### config.mk
export PLATFORM = sky130hd
export DESIGN_NAME = note_sequencer
export DESIGN_NICKNAME = d
export VERILOG_FILES = /design/src/rtl/note_sequencer.sv
export SDC_FILE = /design/constraint.sdc
export NUM_CORES = 1
export LEC_CHECK = 0
export CORE_ASPECT_RATIO = 1.5
export CORE_MARGIN = 10
export CORE_UTILIZATION = 40
export CTS_CLUSTER_SIZE = 8
export DETAILED_ROUTE_END_ITERATION = 10
export GPL_TIMING_DRIVEN = 0
export PLACE_DENSITY = 0.67
export SKIP_LAST_GASP = 1
export SLEW_MARGIN = 0
export SYNTH_ARGS = -nofsm -noshare
export SYNTH_HDL_FRONTEND = slang
export SYNTH_SLANG_ARGS = --single-unit
### constraint.sdc
create_clock -name iFpgaClock -period 3.25 [get_ports iFpgaClock]
set_clock_uncertainty 0.1 [all_clocks]
set_input_delay 0.65 -clock iFpgaClock [delete_from_list [all_inputs] [get_ports iFpgaClock]]
set_output_delay 0.65 -clock iFpgaClock [all_outputs]
set_load 0.005 [all_outputs]
### src/rtl/note_sequencer.sv
// rtl/note_sequencer.sv - FIFO-fed note sequencer driving the 6-bit piano track code
// Each {duration, code} entry holds its code on track for (duration+1) beats.
module note_sequencer #(
   parameter int DEPTH    = 16,
   parameter int BEAT_DIV = 6250000,
   parameter int DUR_W    = 4
) (
   input  logic                   iFpgaClock,
   input  logic                   iFpgaReset,
   input  logic                   wr_en,
   input  logic [DUR_W+5:0]       wr_data,
   input  logic                   start,
   input  logic                   stop,
   input  logic                   clr_ovf,
   output logic [5:0]             track,
   output logic                   busy,
   output logic                   full,
   output logic                   empty,
   output logic [$clog2(DEPTH):0] count,
   output logic                   overflow
);

   localparam int AW = $clog2(DEPTH);
   localparam int BW = $clog2(BEAT_DIV);
   localparam logic [BW-1:0] BEAT_LAST = BW'(BEAT_DIV - 1);
   localparam logic [AW:0]   FULL_CNT  = (AW+1)'(DEPTH);

   typedef enum logic [1:0] {IDLE, FETCH, HOLD} state_t;

   state_t             state_q, state_d;
   logic [DUR_W+5:0]   mem [DEPTH];
   logic [AW-1:0]      wr_ptr, rd_ptr;
   logic [BW-1:0]      beat_cnt;
   logic [DUR_W-1:0]   remaining;
   logic [DUR_W+5:0]   head;
   logic               push, pop, tick, leave_hold;

   assign head  = mem[rd_ptr];
   assign full  = (count == FULL_CNT);
   assign empty = (count == '0);
   // full is the pre-pop occupancy, so a push in a FETCH cycle at full is dropped
   assign push  = wr_en && !full;

   always_ff @(posedge iFpgaClock or negedge iFpgaReset) begin
      if (!iFpgaReset) state_q <= IDLE;
      else             state_q <= state_d;
   end

   always_comb begin
      state_d = state_q;
      if (stop) begin
         state_d = IDLE;
      end else begin
         case (state_q)
            IDLE:    if (start && !empty) state_d = FETCH;
            FETCH:   state_d = HOLD;
            HOLD:    if (leave_hold) state_d = empty ? IDLE : FETCH;
            default: state_d = IDLE;
         endcase
      end
   end

   always_comb begin
      busy       = (state_q != IDLE);
      pop        = (state_q == FETCH);
      tick       = (state_q == HOLD) && (beat_cnt == BEAT_LAST);
      leave_hold = tick && (remaining == '0);
   end

   always_ff @(posedge iFpgaClock) begin
      if (push) mem[wr_ptr] <= wr_data;
   end

   always_ff @(posedge iFpgaClock or negedge iFpgaReset) begin
      if (!iFpgaReset) begin
         wr_ptr   <= '0;
         rd_ptr   <= '0;
         count    <= '0;
         overflow <= 1'b0;
      end else begin
         if (push) wr_ptr <= wr_ptr + 1'b1;
         if (pop)  rd_ptr <= rd_ptr + 1'b1;
         case ({push, pop})
            2'b10:   count <= count + 1'b1;
            2'b01:   count <= count - 1'b1;
            default: count <= count;
         endcase
         if (wr_en && full) overflow <= 1'b1;
         else if (clr_ovf)  overflow <= 1'b0;
      end
   end

   always_ff @(posedge iFpgaClock or negedge iFpgaReset) begin
      if (!iFpgaReset) begin
         beat_cnt  <= '0;
         remaining <= '0;
         track     <= 6'd0;
      end else begin
         if (stop || state_q != HOLD || tick) beat_cnt <= '0;
         else                                 beat_cnt <= beat_cnt + 1'b1;

         if (state_q == FETCH)                  remaining <= head[DUR_W+5:6];
         else if (tick && remaining != '0)      remaining <= remaining - 1'b1;

         if (stop)                              track <= 6'd0;
         else if (state_q == FETCH)             track <= head[5:0];
         else if (leave_hold && empty)          track <= 6'd0;
      end
   end

endmodule

After elaboration in Yosys (flattened, before gate mapping). Memory sizes are Yosys's and may differ from the RTL's. Cells that the tools add are included.

Muxes and demuxes: 16. Reductions and logical operators: 21. Equal/unequal tests: 9. Add/sub/neg operators: 6.

Operators with widths (count): $add A23 B1 Y23 const B (1); $eq A23 B23 Y1 const B (1); $mux W23 (1); $mux W6 (3); $pmux W5 S2 (1); $add A4 B1 Y4 const B (2); $mux W4 (2); $reduce_bool A2 Y1 (4); $logic_and A1 B1 Y1 (7); $mux W2 (3); $ne A3 B3 Y1 const B (2); $pmux W2 S3 (1); $add A5 B1 Y5 const B (1); $eq A5 B5 Y1 const B (1); $logic_not A5 Y1 (1); $mux W1 (5); $sub A5 B1 Y5 const B (1); $eq A2 B1 Y1 const B (2); $eq A2 B2 Y1 const B (2); $logic_not A4 Y1 (1); $reduce_bool A4 Y1 (1); $sub A4 B1 Y4 const B (1); $reduce_bool A3 Y1 (1); $logic_not A1 Y1 (2); other kinds (4) (5).

Output and inout bits: 15. Word-level logic and storage cells: 61. RAM bits: 160. Memories kept: 1. Input port bits: 16. Bits in registers: 49.

Memory list: mem (words 16, bits a word 10, read ports 1, clocked after memory_dff 0, wr ports 1, line 31) `logic [DUR_W+5:0] mem [DEPTH];`.

Depth between registers and ports, before layout. Gate-level depths: netlist of the first run.

Depth after elaboration: 7. Mapped depth: 15. Mapped depth without buffers: 12.

Worst setup path before layout of the first run. No wires, ideal clock.

Kind: register to register. From: register count[2]. To: register count[4]. Buffers on the path: 3. Library setup time: 0.125 ns. Data required time: 3.025 ns. Arrival: 2.609 ns. Path slack: 0.415 ns. Cell stages (with the launch flop): 16. Period minus slack after synthesis: 2.835 ns. Cell sequence: dfrtp_1 clkbuf_1 nor4_1 nand2_1 and2_1 clkbuf_1 inv_1 ha_1 clkbuf_1 xor2_1 ha_1 nor2b_1 o21ai_0 a31oi_1 nor2_1 xor2_1.

Word-level cells in the longest chain between the ends: 5. Elaborated cells on any way between the ends: 9. Those cells by class: add/sub: 2; eq/ne: 3; mux: 1; reduce/logical: 3.

RTL lines: start, declared (line 19) `output logic [$clog2(DEPTH):0] count,`; start signal, assigned (line 84) `2'b10: count <= count + 1'b1;`; start signal, assigned (line 85) `2'b01: count <= count - 1'b1;`; start signal, assigned (line 86) `default: count <= count;`; $eq A5 B5 Y1 (line 39) `assign full = (count == FULL_CNT);`; $logic_not A1 Y1 (line 42) `assign push = wr_en && !full;`; $logic_and A1 B1 Y1 (line 42); $eq A2 B1 Y1 or $eq A2 B2 Y1 (tied branches) (line 83) `case ({push, pop})`; $pmux W5 S2 or $reduce_bool A2 Y1 (tied branches).

Several ways; a longest one is shown, not always the timed one. A chain may end at the register's enable or synchronous reset.

Worst setup path in the final report of the first run.
From: register count[1]. To: output port empty.

Word-level cells in the longest chain between the ends: 1.

RTL lines: $logic_not A5 Y1 (line 40) `assign empty = (count == '0);`; end, declared (line 18) `output logic empty,`.

Every way passes these cells.

==> metrics.csv, run 1 <==
metric,value,unit
holdWs,0.3886,ns
core,21230,um^2
synth_fp_nets,550,
timing.final.ws_setup,0.2411,ns
cp_max_fo,8,
clk_latency,0.54,ns
wire_per_inst,20.92,um
yosys.area.top_type,edfxtp_1,
viasPerCell,5.350,
async_flop_share,23.44,%
numCtsBuffers,30,
yosysSeqAreaShare,69.57,%
port_buffers,30,
cpMaxStageDelayCell,clkdlybuf4s50_1,
grt_pass1_vias,5015,
crit_type,flip-flop to output port,
ys_types,48,
startpoint_type,flip-flop,
synthCells,522,
cts_buffer_depth,3,
drc,0,
drt_iter0_drc,320,
diodes,0,
drtPass1Iterations,4,
period_share,92.58,%
grt-ovfl-total,0,
power,8.306,mW
filler_cell_count,1713,
reg2reg_to,count[4]$_DFFE_PN0P_,
die_height,200.3,um
reg2reg_slack,0.26,ns
cts-htree-levels,1,
dp_hpwl,12.05,mm
syn_to_final_growth,18.32,%
ys_ff_latch,209,
endpoint,empty,
end_kind,output port,
mostFrequentLayoutCells,"edfxtp_1 (160), dfrtp_1 (49), nor2_1 (45)",
r2r-start,count[1]$_DFFE_PN0P_,
cts_tree,yes,
powerDensity,809.8,nW/um^2
antenna_left,0,
yosys-top-cells-area,"edfxtp_1 (55%), dfrtp_1 (14%), mux4_2 (11%)",
ctsRootBufferMaster,clkbuf_16,
cp.required,2.50,ns
synth-simple-area-share,7.953,%
crit_start,count[1]$_DFFE_PN0P_,
grt_pass1_wl,28.81,mm
period_needed,3.009,ns
setup_viol,0,
drt_wl_total,18.41,mm
initial_core_util,40.84,%
max_stage_delay,0.55,ns
num_vias,4708,
muxShareOfSynthArea,12.53,%
synthFlopType,edfxtp_1,
syn_area,8668,um^2
maxCapViolCount,0,
synth_xor_area_share,3.536,%
mostFrequentLayoutCell,edfxtp_1,
clkSinkCount,209,
dieWidth,140.2,um
critPathArrivalTime,2.26,ns
synth_top_family_by_area,multiplexers,
antenna_found_initial,0,
p_leak,3.600,nW
io_pins,31,
yosys_warnings,0,
gp_congestion,0.7981,
synth_edf_count,160,
worst_pin_slew,1.370,ns
vdd_ir_drop_max,0.0004295,V
cts_setup_buffers,0,
netlist.area_leader.share,55.43,%
relSlewSlack,8.313,%
synth_compound_area_share,2.815,%
rows,65,
dp_slack,-0.2020,ns
rsz0062_at_grt,yes,
synth_fa_ha_area_share,1.732,%
r2r_cells,14,
status,finished clean,
fmax,332.3,MHz
hold_path.class,flip-flop to flip-flop,
drive_gt1_share,18.14,%
drv_slew,0,
die-area,28080,um^2
cts.clk_slew.worst_paths,0.05,ns
grt_max_degree,41,
path_cells,clkbuf_1 -> nor4_2 -> nor2b_2 -> clkdlybuf4s50_1,
hold_viol,0,
grt_usage,12.94,%
syn_avg_cell_area,16.61,um^2
final_nets,617,
sequential cells by signal, indices dropped and copies added, names as in the netlist:
name / count
state_q: 2
mem: 160
beat_cnt: 23
remaining: 4
rd_ptr: 4
wr_ptr: 4
overflow: 1
track: 6
count: 5
cell families (layout without fill, tap and decap cells):
kind of cell    Yosys count  in the layout
flops                   209            209
simple gates            135            135
mux                      57             57
compound gates           37             37
buf+inv                  37            127
xor+xnor                 35             35
fa+ha+maj                12             12
area by class of cell:
cell class                      count  area [um^2]  share of cell area [%]
Clock buffer                       53        837.1                   8.162
Buffer                             24        113.9                   1.110
Clock inverter                      2        25.02                  0.2440
Sequential cell                   209         6031                   58.80
Multi-Input combinational cell    276         2506                   24.44
Tap cell                          268        335.3                   3.269
Timing Repair Buffer               36        362.8                   3.538
Inverter                           12        45.04                  0.4392
how the worst min path moves through the flow:
stage	endpoint	slack (ns)	startpoint	cells after the start
2_1_floorplan	beat_cnt[0]$_DFF_PN0_	0.25	iFpgaReset	0
6_report	state_q[0]$_DFFE_PN0P_	0.39	state_q[0]$_DFFE_PN0P_	1
3_5_place_dp	track[4]$_DFFE_PN0P_	0.38	track[4]$_DFFE_PN0P_	1
4_1_cts	state_q[0]$_DFFE_PN0P_	0.39	state_q[0]$_DFFE_PN0P_	1
3_3_place_gp	beat_cnt[0]$_DFF_PN0_	0.37	beat_cnt[0]$_DFF_PN0_	1
5_1_grt	track[4]$_DFFE_PN0P_	0.40	track[4]$_DFFE_PN0P_	1
timing repair:
item	in CTS	in global routing
endpoints found under the hold margin	9	0
endpoints found under the setup margin	1	33
hold buffers	1	0
pin swaps	0	1
gates resized for setup	1	4
layer usage:
metal | vias to the layer above | track usage, % | share of wire, %
li1 | 2136 | - | -
met1 | 2416 | 14.42 | 37
met2 | 124 | 23.83 | 55
met3 | 32 | 2.129 | 5.0
met4 | 0 | 4.771 | 2.5
met5 | - | 0 | 0
cell usage after synthesis (3+ instances only):
cell        n
nand4_1     9
o22ai_1     6
and3_1      4
inv_1      12
nand2_1    30
buf_2      12
edfxtp_1  160
nand3_1    14
xnor2_1    15
mux4_2     41
a21o_1      6
a21oi_1     6
nor3_1      8
nor2_1     45
o21ai_0     4
nand2b_1    4
xor2_1     20
ha_1       12
dfrtp_1    49
nor2b_1     3
clkbuf_1   10
mux2i_1    14
power by group:
| part | internal [mW] | switching [mW] | total (mW) |
|---|---|---|---|
| logic | 0.994 | 1.14 | 2.13 |
| clock network | 1.72 | 1.08 | 2.80 |
| registers | 3.23 | 0.150 | 3.38 |
stage by stage:
stage	cell area [um^2]	instances	utilization [%]	setup TNS, ns
final	10260	880	48.32	0
after global routing	10260	880	48.32	-0.006919
after CTS	10250	881	48.31	0
after detailed placement	9376	825	44.17	-7.798
after global placement	9304	820	43.83	-25.87
after floorplan	8668	522	-	0
critical path: cells and delay by family, from the launching register on:
| kind | cells | cell delay, ns |
|---|---|---|
| buffers and inverters | 2 | 0.74 |
| flip-flops | 1 | 0.38 |
| AND/OR/NAND/NOR | 2 | 0.62 |
Power figures use the tool's default switching activity.
==> inputs of run 2 (changes only) <==
- SKIP_CTS_REPAIR_TIMING: default -> 1
==> run 2 against run 1 <==
Global-route usage unchanged. Hold slack about the same. Critical endpoint unchanged. Sequential power about the same. Critical path type unchanged. Flip-flop and latch count unchanged. Total power about the same.
==> metrics.csv, run 2 (synthesized netlist as in run 1, its figures left out) <==
metric,value,unit,change
status,finished clean,,
port_buffers,30,,unchanged
rsz0062_at_grt,yes,,
grt_max_degree,41,,unchanged
gp_congestion,0.7981,,unchanged
drtPass1Iterations,4,,unchanged
relSlewSlack,6.380,%,-1.9 points
grt_pass1_wl,28.81,mm,unchanged
hold_viol,0,,unchanged
final_nets,617,,unchanged
syn_to_final_growth,18.32,%,unchanged
cts_buffer_depth,3,,unchanged
timing.final.ws_setup,0.2407,ns,-0.0004130 ns
holdWs,0.3886,ns,+0.00001600 ns
mostFrequentLayoutCells,"edfxtp_1 (160), dfrtp_1 (49), nor2_1 (45)",,
drv_slew,0,,unchanged
drc,0,,unchanged
grt-ovfl-total,0,,unchanged
pwr-share-seq,40.7,%,about the same
hold_path.class,flip-flop to flip-flop,,
largestRegisters,"mem (160), beat_cnt (23), track (6)",,
filler_cell_count,1713,,unchanged
dieWidth,140.2,um,unchanged
powerDensity,810.2,nW/um^2,about the same
ctsRootBufferMaster,clkbuf_16,,
io_pins,31,,unchanged
core,21230,um^2,unchanged
die_height,200.3,um,unchanged
antenna_found_initial,0,,unchanged
drt_iter0_drc,351,,+9.7%
critPathArrivalTime,2.26,ns,about the same
place_area,9376,um^2,unchanged
die-area,28080,um^2,unchanged
wire_per_inst,20.97,um,+0.24%
maxCapViolCount,0,,unchanged
fin_area,10260,um^2,unchanged
fmax,332.3,MHz,about the same
initial_core_util,40.84,%,unchanged
largest_reg_flops,160,,unchanged
grt_usage,12.94,%,unchanged
clkSinkCount,209,,unchanged
dp.cells,825,,unchanged
mostFrequentLayoutCell,edfxtp_1,,
drt_wl_total,18.45,mm,+0.24%
rows,65,,unchanged
period_needed,3.009,ns,+0.0004130 ns
dp_slack,-0.2020,ns,unchanged
top_register,mem,,
crit_type,flip-flop to output port,,
fin_cells,880,,unchanged
diodes,0,,unchanged
p_leak,3.600,nW,unchanged
setup_viol,0,,unchanged
cp_max_fo,8,,unchanged
drive_gt1_share,18.14,%,unchanged
startpoint_type,flip-flop,,
p_switching,2.367,mW,+0.14%
vdd_ir_drop_max,0.0004291,V,-0.11%
period_share,92.59,%,about the same
clk_latency,0.54,ns,about the same
internal-power,5.942,mW,about the same
end_kind,output port,,
p_comb_share,25.6,%,about the same
worst_pin_slew,1.399,ns,+0.02889 ns
p_clk_share,33.7,%,about the same
num_vias,4748,,+0.85%
viasPerCell,5.395,,+0.85%
cts_tree,yes,,
antenna_left,0,,unchanged
cp.required,2.50,ns,about the same
grt_pass1_vias,5015,,unchanged
dp_hpwl,12.05,mm,unchanged
numCtsBuffers,30,,unchanged
setup_tns,0,ns,unchanged
cts-htree-levels,1,,unchanged
switching_share,28.48,%,+0.029 points
cts.clk_slew.worst_paths,0.05,ns,about the same
run 2: cell counts in the layout (fill, tap and decap cells not counted):
Identical to the previous run, type by type.
run 2: per-layer routing:
layer  global-route usage (%)  wire length (um)
met1                    14.42              6825
met2                    23.83             10180
met3                    2.129               936
met4                    4.771               507
met5                        0                 0
run 2: cell type report:
cell class	instances	area [um^2]	share of cell area, %
Timing Repair Buffer	36	362.8	3.538
Tap cell	268	335.3	3.269
Buffer	24	113.9	1.110
Clock inverter	2	25.02	0.2440
Sequential cell	209	6031	58.80
Clock buffer	53	837.1	8.162
Inverter	12	45.04	0.4392
Multi-Input combinational cell	276	2506	24.44
run 2: power by group through the flow:
stage | clock network, mW | registers [mW] | logic, mW
after floorplan | 0 | 3.38 | 1.48
after global placement | 0 | 3.40 | 2.07
after detailed placement | 0 | 3.42 | 2.15
after CTS | 2.85 | 3.38 | 2.16
after global routing | 2.97 | 3.40 | 2.33
final | 2.80 | 3.38 | 2.13
run 2: final timing paths:
path | from | end | slack [ns] | cells after the start
worst max-delay path | count[1]$_DFFE_PN0P_ | empty | 0.24 | 4
worst min-delay path | state_q[0]$_DFFE_PN0P_ | state_q[0]$_DFFE_PN0P_ | 0.39 | 1
worst max register to register | count[1]$_DFFE_PN0P_ | count[4]$_DFFE_PN0P_ | 0.26 | 14
worst min register to register | state_q[0]$_DFFE_PN0P_ | state_q[0]$_DFFE_PN0P_ | 0.39 | 1
max in group asynchronous | iFpgaReset | beat_cnt[0]$_DFF_PN0_ | 2.14 | 3
min in group asynchronous | iFpgaReset | count[2]$_DFFE_PN0P_ | 0.42 | 2
run 2: critical path, stage by stage, from the launching register on:
cell             delay (ns)
dfrtp_1                0.38
clkbuf_1               0.19
nor4_2                 0.33
nor2b_2                0.29
clkdlybuf4s50_1        0.55
run 2: metrics by stage:
| step | total power, mW | util (%) |
|---|---|---|
| after global placement | 5.472 | 43.83 |
| after floorplan | 4.856 | - |
| after global routing | 8.703 | 48.32 |
| final | 8.309 | 48.32 |
| after detailed placement | 5.572 | 44.17 |
| after CTS | 8.386 | 48.23 |
==> inputs of run 3 (changes only) <==
- CORE_UTILIZATION: 40 -> 61
- PLACE_DENSITY: 0.67 -> 0.79
==> run 3 against run 2 <==
Design area decreased by 0.87%. Setup slack got worse by 0.056 ns. Wire length decreased by 0.28%. Via count increased by 1.2%. Flip-flop and latch count unchanged. Global-route usage increased by 5.9 points. Critical endpoint unchanged. Largest cell class unchanged.
==> metrics.csv, run 3 (synthesized netlist as in run 1, its figures left out) <==
metric,value,unit,change
die-area,19480,um^2,-31%
port_buffers,30,,unchanged
gp_congestion,0.8306,,+4.1%
worst_pin_slew,1.423,ns,+0.02379 ns
period_share,94.30,%,+1.7 points
relSlewSlack,4.788,%,-1.6 points
fin_area,10170,um^2,-0.87%
dp_slack,-0.2159,ns,-0.01392 ns
io_pins,31,,unchanged
drc,0,,unchanged
filler_cell_count,837,,-51%
initial_core_util,61.95,%,+21 points
grtUsageMet2,34.30,%,+10 points
reg2reg_slack,0.30,ns,+0.04 ns
use_met3,2.994,%,+0.87 points
dp_hpwl,11.63,mm,-3.4%
largestRegisters,"mem (160), beat_cnt (23), track (6)",,
ctsRootBufferMaster,clkbuf_16,,
place_area,9289,um^2,-0.93%
startpoint_type,flip-flop,,
end_kind,output port,,
dieWidth,117.3,um,-16%
timing.final.ws_setup,0.1851,ns,-0.05554 ns
period_needed,3.065,ns,+0.05554 ns
die_height,166,um,-17%
powerDensity,817.3,nW/um^2,+0.89%
hold_viol,0,,unchanged
antenna_left,0,,unchanged
grt-ovfl-total,0,,unchanged
holdWs,0.3806,ns,-0.007995 ns
numCtsBuffers,30,,unchanged
cts.clk_slew.worst_paths,0.05,ns,about the same
antenna_found_initial,0,,unchanged
cts-htree-levels,1,,unchanged
clkSinkCount,209,,unchanged
setup_viol,0,,unchanged
status,finished clean,,
final_nets,616,,-0.16%
rsz0062_at_grt,no,,
dp.cells,749,,-9.2%
grt_max_degree,43,,+4.9%
r2r-start,count[1]$_DFFE_PN0P_,,
wire_per_inst,22.94,um,+9.4%
syn_to_final_growth,17.29,%,
hp-start,track[4]$_DFFE_PN0P_,,
cp_max_fo,8,,unchanged
core,13990,um^2,-34%
clk_latency,0.52,ns,-0.02 ns
critPathArrivalTime,2.31,ns,+0.05 ns
p_leak,3.604,nW,+0.12%
crit_type,flip-flop to output port,,
fmax,326.3,MHz,-1.8%
cts_tree,yes,,
cp.required,2.50,ns,about the same
cts_buffer_depth,3,,unchanged
viasPerCell,5.989,,+11%
mostFrequentLayoutCell,edfxtp_1,,
diodes,0,,unchanged
vdd_ir_drop_max,0.0004893,V,+14%
grt_pass1_vias,5144,,+2.6%
mostFrequentLayoutCells,"edfxtp_1 (160), dfrtp_1 (49), nor2_1 (45)",,
hold_path_end,track[4]$_DFFE_PN0P_,,
r2r_cells,14,,unchanged
drtPass1Iterations,5,,+1
reg2reg_to,count[4]$_DFFE_PN0P_,,
hold_path.class,flip-flop to flip-flop,,
grt_usage,18.80,%,+5.9 points
drt_iter0_drc,426,,+21%
maxCapViolCount,0,,unchanged
met1_usage,21.35,%,+6.9 points
num_vias,4803,,+1.2%
drive_gt1_share,18.03,%,-0.10 points
largest_reg_flops,160,,unchanged
grt_busiest_layer,met2,,
fin_cells,802,,-8.9%
drv_slew,0,,unchanged
drt_wl_total,18.40,mm,-0.28%
holdPathStages,1,,unchanged
rows,53,,-18%
grt_pass1_wl,28.66,mm,-0.50%
top_register,mem,,
==> run 3: cell count changes in the layout (fill, tap and decap cells not counted), sizes merged <==
cell	change
clkbuf	-1
clkinv	-1
==> run 3: cell type report <==
type / count / area (um^2) / share of cell area [%]
Tap cell: 192 / 240.2 / 2.363
Timing Repair Buffer: 36 / 370.4 / 3.643
Inverter: 12 / 45.04 / 0.4430
Clock inverter: 1 / 8.758 / 0.08614
Clock buffer: 53 / 858.3 / 8.442
Buffer: 23 / 110.1 / 1.083
Multi-Input combinational cell: 276 / 2504 / 24.62
Sequential cell: 209 / 6031 / 59.32
==> run 3: worst max-delay path by stage <==
stage                                    start                    to  slack [ns]
after floorplan           count[2]$_DFFE_PN0P_  count[4]$_DFFE_PN0P_        0.42
after global placement                   wr_en   mem[3][4]$_DFFE_PP_       -0.50
after detailed placement                 wr_en  count[4]$_DFFE_PN0P_       -0.22
after CTS                 count[2]$_DFFE_PN0P_  count[4]$_DFFE_PN0P_       -0.01
after global routing      count[1]$_DFFE_PN0P_  count[4]$_DFFE_PN0P_        0.04
final                     count[1]$_DFFE_PN0P_                 empty        0.19
==> run 3: metal layers <==
| metal | wire (um) | vias to the layer above | share of wire [%] |
|---|---|---|---|
| met5 | 0 | - | 0 |
| met4 | 524 | 0 | 2.8 |
| met3 | 1022 | 48 | 5.6 |
| met2 | 10110 | 169 | 55 |
| met1 | 6745 | 2463 | 37 |
| li1 | - | 2123 | - |
==> run 3: critical path: stages, from the launching register on <==
cell and delay (ns):
dfrtp_1 0.38, clkbuf_1 0.19, nor4_2 0.31, nor2b_1 0.34
clkdlybuf4s50_1 0.58
==> run 3: where the power goes <==
part / total (mW) / switching, mW / internal, mW
Clock: 2.78 / 1.02 / 1.75
Combinational: 2.15 / 1.15 / 0.997
Sequential: 3.38 / 0.154 / 3.23
Total: 8.31 / 2.33 / 5.98
==> run 3: metrics by stage <==
| stage | utilization, % | TNS (ns) | power (mW) |
|---|---|---|---|
| final | 72.66 | 0 | 8.310 |
| after global routing | 72.66 | 0 | 8.656 |
| after CTS | 72.58 | -0.01391 | 8.358 |
| after detailed placement | 66.39 | -3.340 | 5.555 |
| after global placement | 65.81 | -18.39 | 5.431 |
| after floorplan | - | 0 | 4.856 |
